===== src/rtl/gcd_seq.sv =====
// Sequential GCD engine: one reduction step per clock, subtractive Euclid (MODE 0)
// or binary Stein (MODE 1), with a one-cycle Done pulse and an iteration count.
module gcd_seq #(
  parameter int WIDTH = 8,
  parameter int MODE  = 0,
  parameter int CNT_W = WIDTH + 1
) (
  input  logic             Clk,
  input  logic             Reset,
  input  logic             Start,
  input  logic [WIDTH-1:0] X,
  input  logic [WIDTH-1:0] Y,
  output logic             Busy,
  output logic             Done,
  output logic [WIDTH-1:0] gcd_output,
  output logic [CNT_W-1:0] Cycles,
  output logic             state_dbg
);

  localparam int K_W = $clog2(WIDTH) + 1;

  typedef enum logic {IDLE = 1'b0, RUN = 1'b1} state_t;

  state_t           state;
  logic [WIDTH-1:0] a;
  logic [WIDTH-1:0] b;
  logic [K_W-1:0]   k;
  logic [CNT_W-1:0] cnt;

  assign state_dbg = (state == RUN);

  // Handshake: a request is taken on any edge where Start=1 and the engine is in
  // IDLE (Busy=0); requests while Busy=1 are dropped, not queued. Done marks the
  // first IDLE cycle, so a Start held through it is accepted with no gap.
  always_ff @(posedge Clk or posedge Reset) begin
    if (Reset) begin
      state      <= IDLE;
      a          <= '0;
      b          <= '0;
      k          <= '0;
      cnt        <= '0;
      Busy       <= 1'b0;
      Done       <= 1'b0;
      gcd_output <= '0;
      Cycles     <= '0;
    end else begin
      Done <= 1'b0;
      case (state)
        IDLE: begin
          if (Start) begin
            a     <= X;
            b     <= Y;
            k     <= '0;
            cnt   <= '0;
            Busy  <= 1'b1;
            state <= RUN;
          end
        end
        RUN: begin
          cnt <= cnt + CNT_W'(1);
          if (a == '0 || b == '0) begin
            // Zero operand yields 0, matching the legacy combinational datapath.
            gcd_output <= '0;
            Cycles     <= cnt + CNT_W'(1);
            Done       <= 1'b1;
            Busy       <= 1'b0;
            state      <= IDLE;
          end else if (a == b) begin
            gcd_output <= a << k;
            Cycles     <= cnt + CNT_W'(1);
            Done       <= 1'b1;
            Busy       <= 1'b0;
            state      <= IDLE;
          end else if (MODE == 0) begin
            if (a > b) a <= a - b;
            else       b <= b - a;
          end else begin
            if (!a[0] && !b[0]) begin
              a <= a >> 1;
              b <= b >> 1;
              k <= k + K_W'(1);
            end else if (!a[0]) begin
              a <= a >> 1;
            end else if (!b[0]) begin
              b <= b >> 1;
            end else if (a > b) begin
              a <= a - b;
            end else begin
              b <= b - a;
            end
          end
        end
        default: state <= IDLE;
      endcase
    end
  end

endmodule


===== config.mk =====
export PLATFORM = sky130hd
export DESIGN_NAME = gcd_seq
export DESIGN_NICKNAME = d
export VERILOG_FILES = /design/src/rtl/gcd_seq.sv
export SDC_FILE = /design/constraint.sdc
export NUM_CORES = 1
export LEC_CHECK = 0
export ABC_AREA = 1
export CORE_AREA = 2 2 102 104
export DETAILED_ROUTE_END_ITERATION = 10
export DIE_AREA = 0 0 104 106
export SYNTH_ARGS = -nofsm -noshare
export SYNTH_HDL_FRONTEND = slang
export SYNTH_SLANG_ARGS = --single-unit

===== constraint.sdc =====
create_clock -name Clk -period 2.9 [get_ports Clk]
set_input_delay 0.58 -clock Clk [delete_from_list [all_inputs] [get_ports Clk]]
set_output_delay 0.58 -clock Clk [all_outputs]
set_load 0.01 [all_outputs]

; Word level (Yosys, flattened, before mapping)
; Index checks and enable logic that the tools add are counted.
[word_totals]
ff_bits = 49
latch_bits = 0
ram_bits = 0
romBits = 0
input_bits = 19
out_inout_bits = 20
elab_cells = 60
memories = 0
[op_classes]
addsub = 3
n_mul = 0
div = 0
magnitude_cmp = 1
n_eq_ne = 7
shifts = 1
n_mux = 29
n_bitwise = 1
n_reduce_logical = 9
[op_table]
columns = operator, n
row1 = $mux 8, 10
row2 = $pmux 8 s2, 2
row3 = $mux 9, 3
row4 = $pmux 9 s2, 1
row5 = $logic_not 8->1, 2
row6 = $sub 8x8->8, 2
row7 = $add 9x1->9 const B, 1
row8 = $mux 1, 9
row9 = $eq 8x8->1, 1
row10 = $gt 8x8->1, 1
row11 = $mux 4, 2
row12 = $ne 2x2->1 const B, 4
row13 = $reduce_and 4->1, 2
row14 = $shl 8x4->8, 1
row15 = $reduce_and 2->1, 3
row16 = $pmux 1 s2, 2
row17 = $ne 3x1->1 const B, 1
row18 = $ne 2x1->1 const B, 1
row19 = $reduce_bool 2->1, 1
row20 = $logic_or 1x1->1, 1
row21 = $not 1->1, 1

; Logic depth before layout (Yosys ltp)
; Gate-level depths: netlist of run 1.
[depth]
ltp_word = 5
mapped_depth = 14
mapped_depth_nobuf = 13

; Worst setup path before layout of run 1
; OpenSTA, ideal clock, no wires.
[synth_timing]
path_kind = reg-to-reg
startpoint = register a[0]
endpoint = register a[1]
setup_time_ns = 0.116
arrival_time_ns = 1.703
t_required_ns = 2.784
setup_slack_ns = 1.081
stages_incl_launch_ff = 14
path_buffers = 0
period_less_slack_ns = 1.819
cell_sequence = dfrtp_1 -> inv_1 -> ha_1 -> fa_1 -> inv_1 -> nand2_1 -> nand2_1 -> nand3_2 -> nand2_1 -> nand2_1 -> nand2_1 -> nand2_2 -> nand2_1 -> nand2_1
[synth_via]
elab_chain_cells = 5
elab_cells_between_ends = 13
cone_classes = add/sub: 1 / order compare: 1 / eq/ne: 4 / mux: 4 / reduce/logical: 3
[synth_lines]
columns = element, line
row1 = start: declaration, 25  ; logic [WIDTH-1:0] a;
row2 = start signal: assignment, 75  ; if (a > b) a <= a - b;
row3 = start signal: assignment, 79  ; a <= a >> 1;
row4 = start signal: assignment, 83  ; a <= a >> 1;
row5 = $sub 8x8->8, -
row6 = $mux 8, 75
row7 = $mux 8, 68  ; end else if (a == b) begin
row8 = $mux 8, 61  ; if (a == '0 || b == '0) begin
row9 = $pmux 8 s2, 48  ; case (state)
; Parallel ways exist; a longest one is shown, timed or not. The select of a mux whose other input is x is not followed.
; A chain may end at the register's enable or synchronous reset.

; Final worst setup path of run 1
[layout_timing]
startpoint = register a[2]
endpoint = register Cycles[3]
[layout_via]
elab_chain_cells = 4
elab_cells_between_ends = 6
cone_classes = eq/ne: 1 / mux: 1 / reduce/logical: 4
[layout_lines]
columns = element, line
row1 = $logic_not 8->1, 61
row2 = $logic_or 1x1->1, 61
row3 = $reduce_bool 2->1 (no source line), -
row4 = $reduce_and 2->1 (no source line), -
row5 = end signal: assignment, 64  ; Cycles <= cnt + CNT_W'(1);
row6 = end signal: assignment, 70  ; Cycles <= cnt + CNT_W'(1);
row7 = end: declaration, 16  ; output logic [CNT_W-1:0] Cycles,
; Parallel ways exist; a longest one is shown, timed or not.

==> results of run 1 <==
==> area by class of cell <==
class                      count  area (µm²)  area share, %
clock inverter                 2        37.5           1.06
sequential                    45        1130           31.7
timing repair buffer          40         395           11.1
tap                          136         170           4.79
inverter                      55         206           5.82
multi-input combinational    299        1530           43.1
clock buffer                   6        82.6           2.33
==> stage by stage <==
step	instance area, µm²	utilization, %	hold slack, ps	std cells
3_3_place_gp	3430	34.3	483	575
4_1_cts	3550	35.5	508	583
5_1_grt	3550	35.5	538	583
3_5_place_dp	3430	34.3	488	575
2_1_floorplan	2920	-	471	408
6_report	3550	35.5	505	583
==> layer usage <==
metal  wire [µm]  track usage, %  up-vias
met3         241            1.84       10
met4         134            4.34        0
met5           0               0        -
li1            -               -     1343
met1        3460            17.8     1166
met2        2950            21.1       61
==> cell usage after synthesis <==
cell type / number / area, µm²
nand2_4: 2 / 22.5
dfrtp_1: 45 / 1130
nor3_1: 1 / 5.00
nand2_2: 7 / 43.8
buf_2: 5 / 25.0
or2_4: 1 / 8.76
or2_2: 1 / 6.26
fa_1: 2 / 40.0
xor2_1: 9 / 78.8
nor2_4: 4 / 45.0
nand2_1: 159 / 597
inv_2: 2 / 7.51
buf_4: 2 / 15.0
a21oi_2: 1 / 8.76
inv_1: 53 / 199
buf_8: 1 / 15.0
nand3_2: 2 / 20.0
nor2_1: 24 / 90.1
buf_1: 1 / 3.75
ha_1: 16 / 200
nor2_2: 2 / 12.5
o21ai_0: 10 / 50.1
nand3_1: 37 / 185
o22ai_1: 4 / 25.0
nand4_1: 6 / 37.5
a21oi_1: 11 / 55.1
==> sequential cells by signal, summed over array words and instances, names as in the netlist <==
signal / count
Cycles: 9
Done: 1
b: 8
gcd_output: 8
Busy: 1
cnt: 9
a: 8
state_dbg: 1
==> worst paths after layout <==
check                      slack (ps)                        end                 startpoint
setup / recovery                  710      Cycles[3]$_DFFE_PP0P_           a[2]$_DFFE_PP0P_
hold / removal                    500  gcd_output[7]$_DFFE_PP0P_  gcd_output[7]$_DFFE_PP0P_
setup reg to reg                  710      Cycles[3]$_DFFE_PP0P_           a[2]$_DFFE_PP0P_
hold reg to reg                   500  gcd_output[7]$_DFFE_PP0P_  gcd_output[7]$_DFFE_PP0P_
max in group asynchronous        1790           Busy$_DFFE_PP0P_                      Reset
min in group asynchronous         710           b[0]$_DFFE_PP0P_                      Reset
==> worst min-delay path, delay by kind of cell (launching register included) <==
family	cells	cell delay, ps
simple gates	2	120
flops	1	350
==> cell families (layout without fill, tap and decap cells) <==
kind of cell / count (synthesis) / after routing
xor+xnor: 9 / 9
flops: 45 / 45
simple gates: 246 / 246
buf+inv: 64 / 103
compound gates: 26 / 26
fa+ha+maj: 18 / 18
==> power by group through the flow <==
stage | logic [W] | clock network (W) | registers (W)
floorplan | 0.00227 | 0 | 0.00119
global placement | 0.00303 | 0 | 0.00121
detailed placement | 0.00306 | 0 | 0.00121
CTS | 0.00307 | 0.000520 | 0.00120
global route | 0.00352 | 0.000540 | 0.00124
finish | 0.00305 | 0.000511 | 0.00119
==> run metrics, run 1 <==
Max Freq=~0.46 GHz; Synth Area in Compound Gates=around 4.8%; max-slew violations=0; Die ar.=approximately 11,000 µm²; row count=37; TritonRoute pass-1 iters=4; status=complete, no violations; Inserted Diodes=0; DP Worst Slack=about 730 ps; switching pwr=about 0.0024 W; register area share after synthesis=about 39%; antenna-violating nets left=0; Switching Fraction=roughly half; Die X=around 100 µm; CTS tree=built; total track usage=around 13%; Routed WL per cell=between 10 and 15 µm; Worst path depth=8; leakage dissipation=around 1.8 nW; register bit total from synthesis=between 40 and 50; adder-cell share of the synthesized area=between 8 and 9%; Fin. Hold Viols=0; Pwr per Cell Area=approximately 1300 nW/µm²; core area=~10000 µm²; most frequent cells in the layout=nand2_1, inv_1, dfrtp_1; Initial Util=between 20 and 30%; crit end category=flop; crit path max fanout=18; minimum clock period=2190 ps; Die H=around 110 µm; Critical-path top delay cell=ha_1; first-pass GRT wire length=roughly 12 mm; crit share post-route=around 76%; Power Internal=0.00239 W; First DRT Iteration DRCs=approximately 200; syn_area_per_cell=7.16 µm²; number of buffers created by CTS=5; CP startpoint kind=flop; critical path class=flop to flop; hold depth=2; CTS Root Cell=clkbuf_8; # IOs=39; Final TNS setup=0 ps; WP data required=3130 ps; Clk pwr share=a little over a tenth; pin count of the biggest net entering global routing=between 40 and 50; Gate Count Post-Synth=roughly 400; Worst Skew=7.78 ps; Simple-Gate Fraction of Synth Area=between 30% and 40%; syn nets=around 450; post-CTS setup buffer count=0; H-tree levels=2; Setup-failing EPs final=0; share of cells above drive strength 1=7.16%; r2r worst-path depth=8; clock-pin slew on the worst setup and hold paths=roughly 90 ps; Post-DP HPWL=5.20 mm; path type of the worst min-delay path=flop to flop; main combinational cell family by area after synthesis=simple AND/OR/NAND/NOR gates; port buffer count=38; combinational cell fraction of total power=64.2%; number of global-route vias before repair=2,481; Worst Path Arrival=2420 ps; Seq pwr share=between 20% and 30%; Buf/Inv on CP=1; commonest non-fill, non-tap cell in the layout=nand2_1; DRC viols=0; initial antenna violation count=0; unrepaired setup endpoints after global routing=no; drt via density=approximately 4.4; vias=2,580; crit-path leading delay family=simple AND/OR/NAND/NOR gates; setup ws final=a little over 700 ps; crit-path cells=inv_1 -> ha_1 -> nand2_2 -> nor2_2 -> nand3_2 -> nand2_4 -> nor2_1 -> a21oi_1; Longest Clk Path Bufs=2; clock latency on the worst-skew pair=around 300 ps; xor/xnor share of the synthesized area=about 2.7%; mux share of post-synthesis cell area=0%; Synthesis Warnings=0; Worst VDD drop=~0.36 mV; # hold bufs at CTS=0; synth unique cells=26; synthesized area=just under 3000 µm²; max_cap viols=0; P&R area growth vs syn=21.4%; clock sinks=45; # resized after CTS=0; Post-Route WL=6.79 mm; fill count=~1,100; routability cong.=around 0.90; Max stage delay on crit path=480 ps; total power draw=~0.0048 W; Worst-Margin Slew=roughly 890 ps; Slew HR=between 40% and 50%; global route overflow=0; Layout Nets=just under 500
No activity file was read; power rests on OpenSTA's default activity.
==> run 2: changes to the inputs <==
- clock period: 2.9 -> 2 ns (I/O delays scaled with it)
==> run 2 against run 1 <==
Compared with the run above: maximum frequency is 16% higher; non-clock buffer count rose by 21; critical path depth rose by 4; sequential share of layout area down 1.8 points; final cell count up 3.4%; cell area rose by 5.9%; sequential power increased by 42%; largest cell class unchanged; highest routed layer unchanged.
==> run metrics, run 2 (synthesized netlist as in run 1, its figures left out) <==
crit end category=flop; Worst Path Arrival=2120 ps (-300 ps); share of cells above drive strength 1=13.7% (+6.5 points); max-slew violations=0 (unchanged); RR Startpoint=a[0]$_DFFE_PP0P_; First DRT Iteration DRCs=131 (-33%); Worst Skew=6.49 ps (-1.29 ps); Pwr per Cell Area=2000 nW/µm² (+49%); crit path max fanout=8 (-10); total track usage=13.7% (+0.70 points); first-pass GRT wire length=12.1 mm (+4.1%); most frequent cells in the layout=nand2_1, inv_1, dfrtp_1; Fin. Hold Viols=0 (unchanged); Non-Filler Instances=603 (+3.4%); core area=10000 µm² (unchanged); Placed Area=3570 µm² (+4.1%); design area=3760 µm² (+5.9%); port buffer count=38 (unchanged); row count=37 (unchanged); max_cap viols=0 (unchanged); CTS tree=built; Crit Reg-Reg Endpoint=a[3]$_DFFE_PP0P_; Post-DP HPWL=5.70 mm (+9.6%); status=complete, no violations; commonest non-fill, non-tap cell in the layout=nand2_1; crit share post-route=94.1% (+19 points); drt via density=4.52 (+2.2%); Die H=106 µm (unchanged); Post-Route WL=7.40 mm (+9.0%); clock latency on the worst-skew pair=300 ps (about the same); routability cong.=0.885 (-1.5%); Setup-failing EPs final=0 (unchanged); Longest Clk Path Bufs=2 (unchanged); DRC viols=0 (unchanged); flop2flop setup slack=120 ps (-590 ps); Initial Util=29.2% (unchanged); WP data required=2230 ps (-900 ps); total power draw=0.00752 W (+58%); Inserted Diodes=0 (unchanged); number of global-route vias before repair=2,583 (+4.1%); global route overflow=0 (unchanged); CP startpoint kind=flop; Slew HR=74.5% (+34 points); CTS Root Cell=clkbuf_8; final core occ=37.6% (+2.1 points); critical path class=flop to flop; Routed WL per cell=12.3 µm (+5.4%); # IOs=39 (unchanged); Die ar.=11,000 µm² (unchanged); Die X=104 µm (unchanged); initial antenna violation count=0 (unchanged); Placed Cells=592 (+3.0%); antenna-violating nets left=0 (unchanged); leakage dissipation=1.93 nW (+5.5%); vias=2,728 (+5.7%); minimum clock period=1880 ps (-309 ps); r2r worst-path depth=12 (+4); clock sinks=45 (unchanged); path type of the worst min-delay path=primary input to async pin; Max Freq=0.531 GHz (+16%); TritonRoute pass-1 iters=4 (unchanged); number of buffers created by CTS=5 (unchanged); Worst-Margin Slew=382 ps (-507 ps); largest registers=Cycles (9), cnt (9); pin count of the biggest net entering global routing=46 (unchanged); H-tree levels=2 (unchanged); P&R area growth vs syn=28.6%; clock-pin slew on the worst setup and hold paths=80 ps (about the same); Worst VDD drop=0.577 mV (+61%); Layout Nets=504 (+4.3%)
[run 2: critical path: stages (launching register included)]
cell	delay, ps
dfrtp_1	390
inv_2	60
ha_4	160
fa_2	400
inv_2	50
nand2_1	50
nand2_2	90
nand3_2	80
nand2_2	80
a21oi_2	70
nor2_4	230
nand2_1	90
nand2_1	70
[run 2: where the power goes]
part           internal, W  switching, W
sequential         0.00135      0.000339
combinational      0.00214       0.00303
clock             0.000364      0.000311
[run 2: layout make-up]
cell class                 count  area, µm²
timing repair buffer          61        566
multi-input combinational    299       1590
tap                          136        170
clock buffer                   5       68.8
sequential                    45       1130
fill                        1061       6240
inverter                      55        206
clock inverter                 2       35.0
[run 2: how the worst max path moves through the flow]
stage / endpoint / cells after the start / slack [ps] / from
after floorplan: a[1]$_DFFE_PP0P_ / 13 / 180 / a[0]$_DFFE_PP0P_
final: a[3]$_DFFE_PP0P_ / 12 / 120 / a[0]$_DFFE_PP0P_
after global routing: a[1]$_DFFE_PP0P_ / 11 / -10 / b[0]$_DFFE_PP0P_
after detailed placement: b[7]$_DFFE_PP0P_ / 14 / 50 / a[2]$_DFFE_PP0P_
after CTS: b[7]$_DFFE_PP0P_ / 14 / 30 / a[2]$_DFFE_PP0P_
after global placement: b[7]$_DFFE_PP0P_ / 14 / 90 / a[2]$_DFFE_PP0P_
[run 2: timing repair]
action	CTS	global route
hold buffers	0	0
endpoints found under the setup margin	0	19
gates resized for setup	0	15
buffers inserted	0	4
[run 2: routing by layer]
| layer | wire [µm] | vias to the layer above | part of all wire, % | track usage, % |
|---|---|---|---|---|
| met5 | 0 | - | 0 | 0 |
| met4 | 135 | 0 | 1.8 | 5.21 |
| met3 | 433 | 8 | 5.9 | 2.02 |
| met2 | 3340 | 68 | 45 | 21.9 |
| met1 | 3490 | 1274 | 47 | 18.8 |
| li1 | - | 1378 | - | - |
[run 2: per-stage QoR]
step	worst slack, ps	hold WS [ps]	TNS, ps
floorplan	181	471	0
global placement	87.7	480	0
detailed placement	47.4	487	0
CTS	31.8	452	0
global route	-12.0	473	-23.1
finish	117	444	0
==> run 3: changes to the inputs <==
- SLEW_MARGIN: unset -> 20
==> results of run 3 <==
The final DEF is identical to that of run 2; final timing and power are the same.
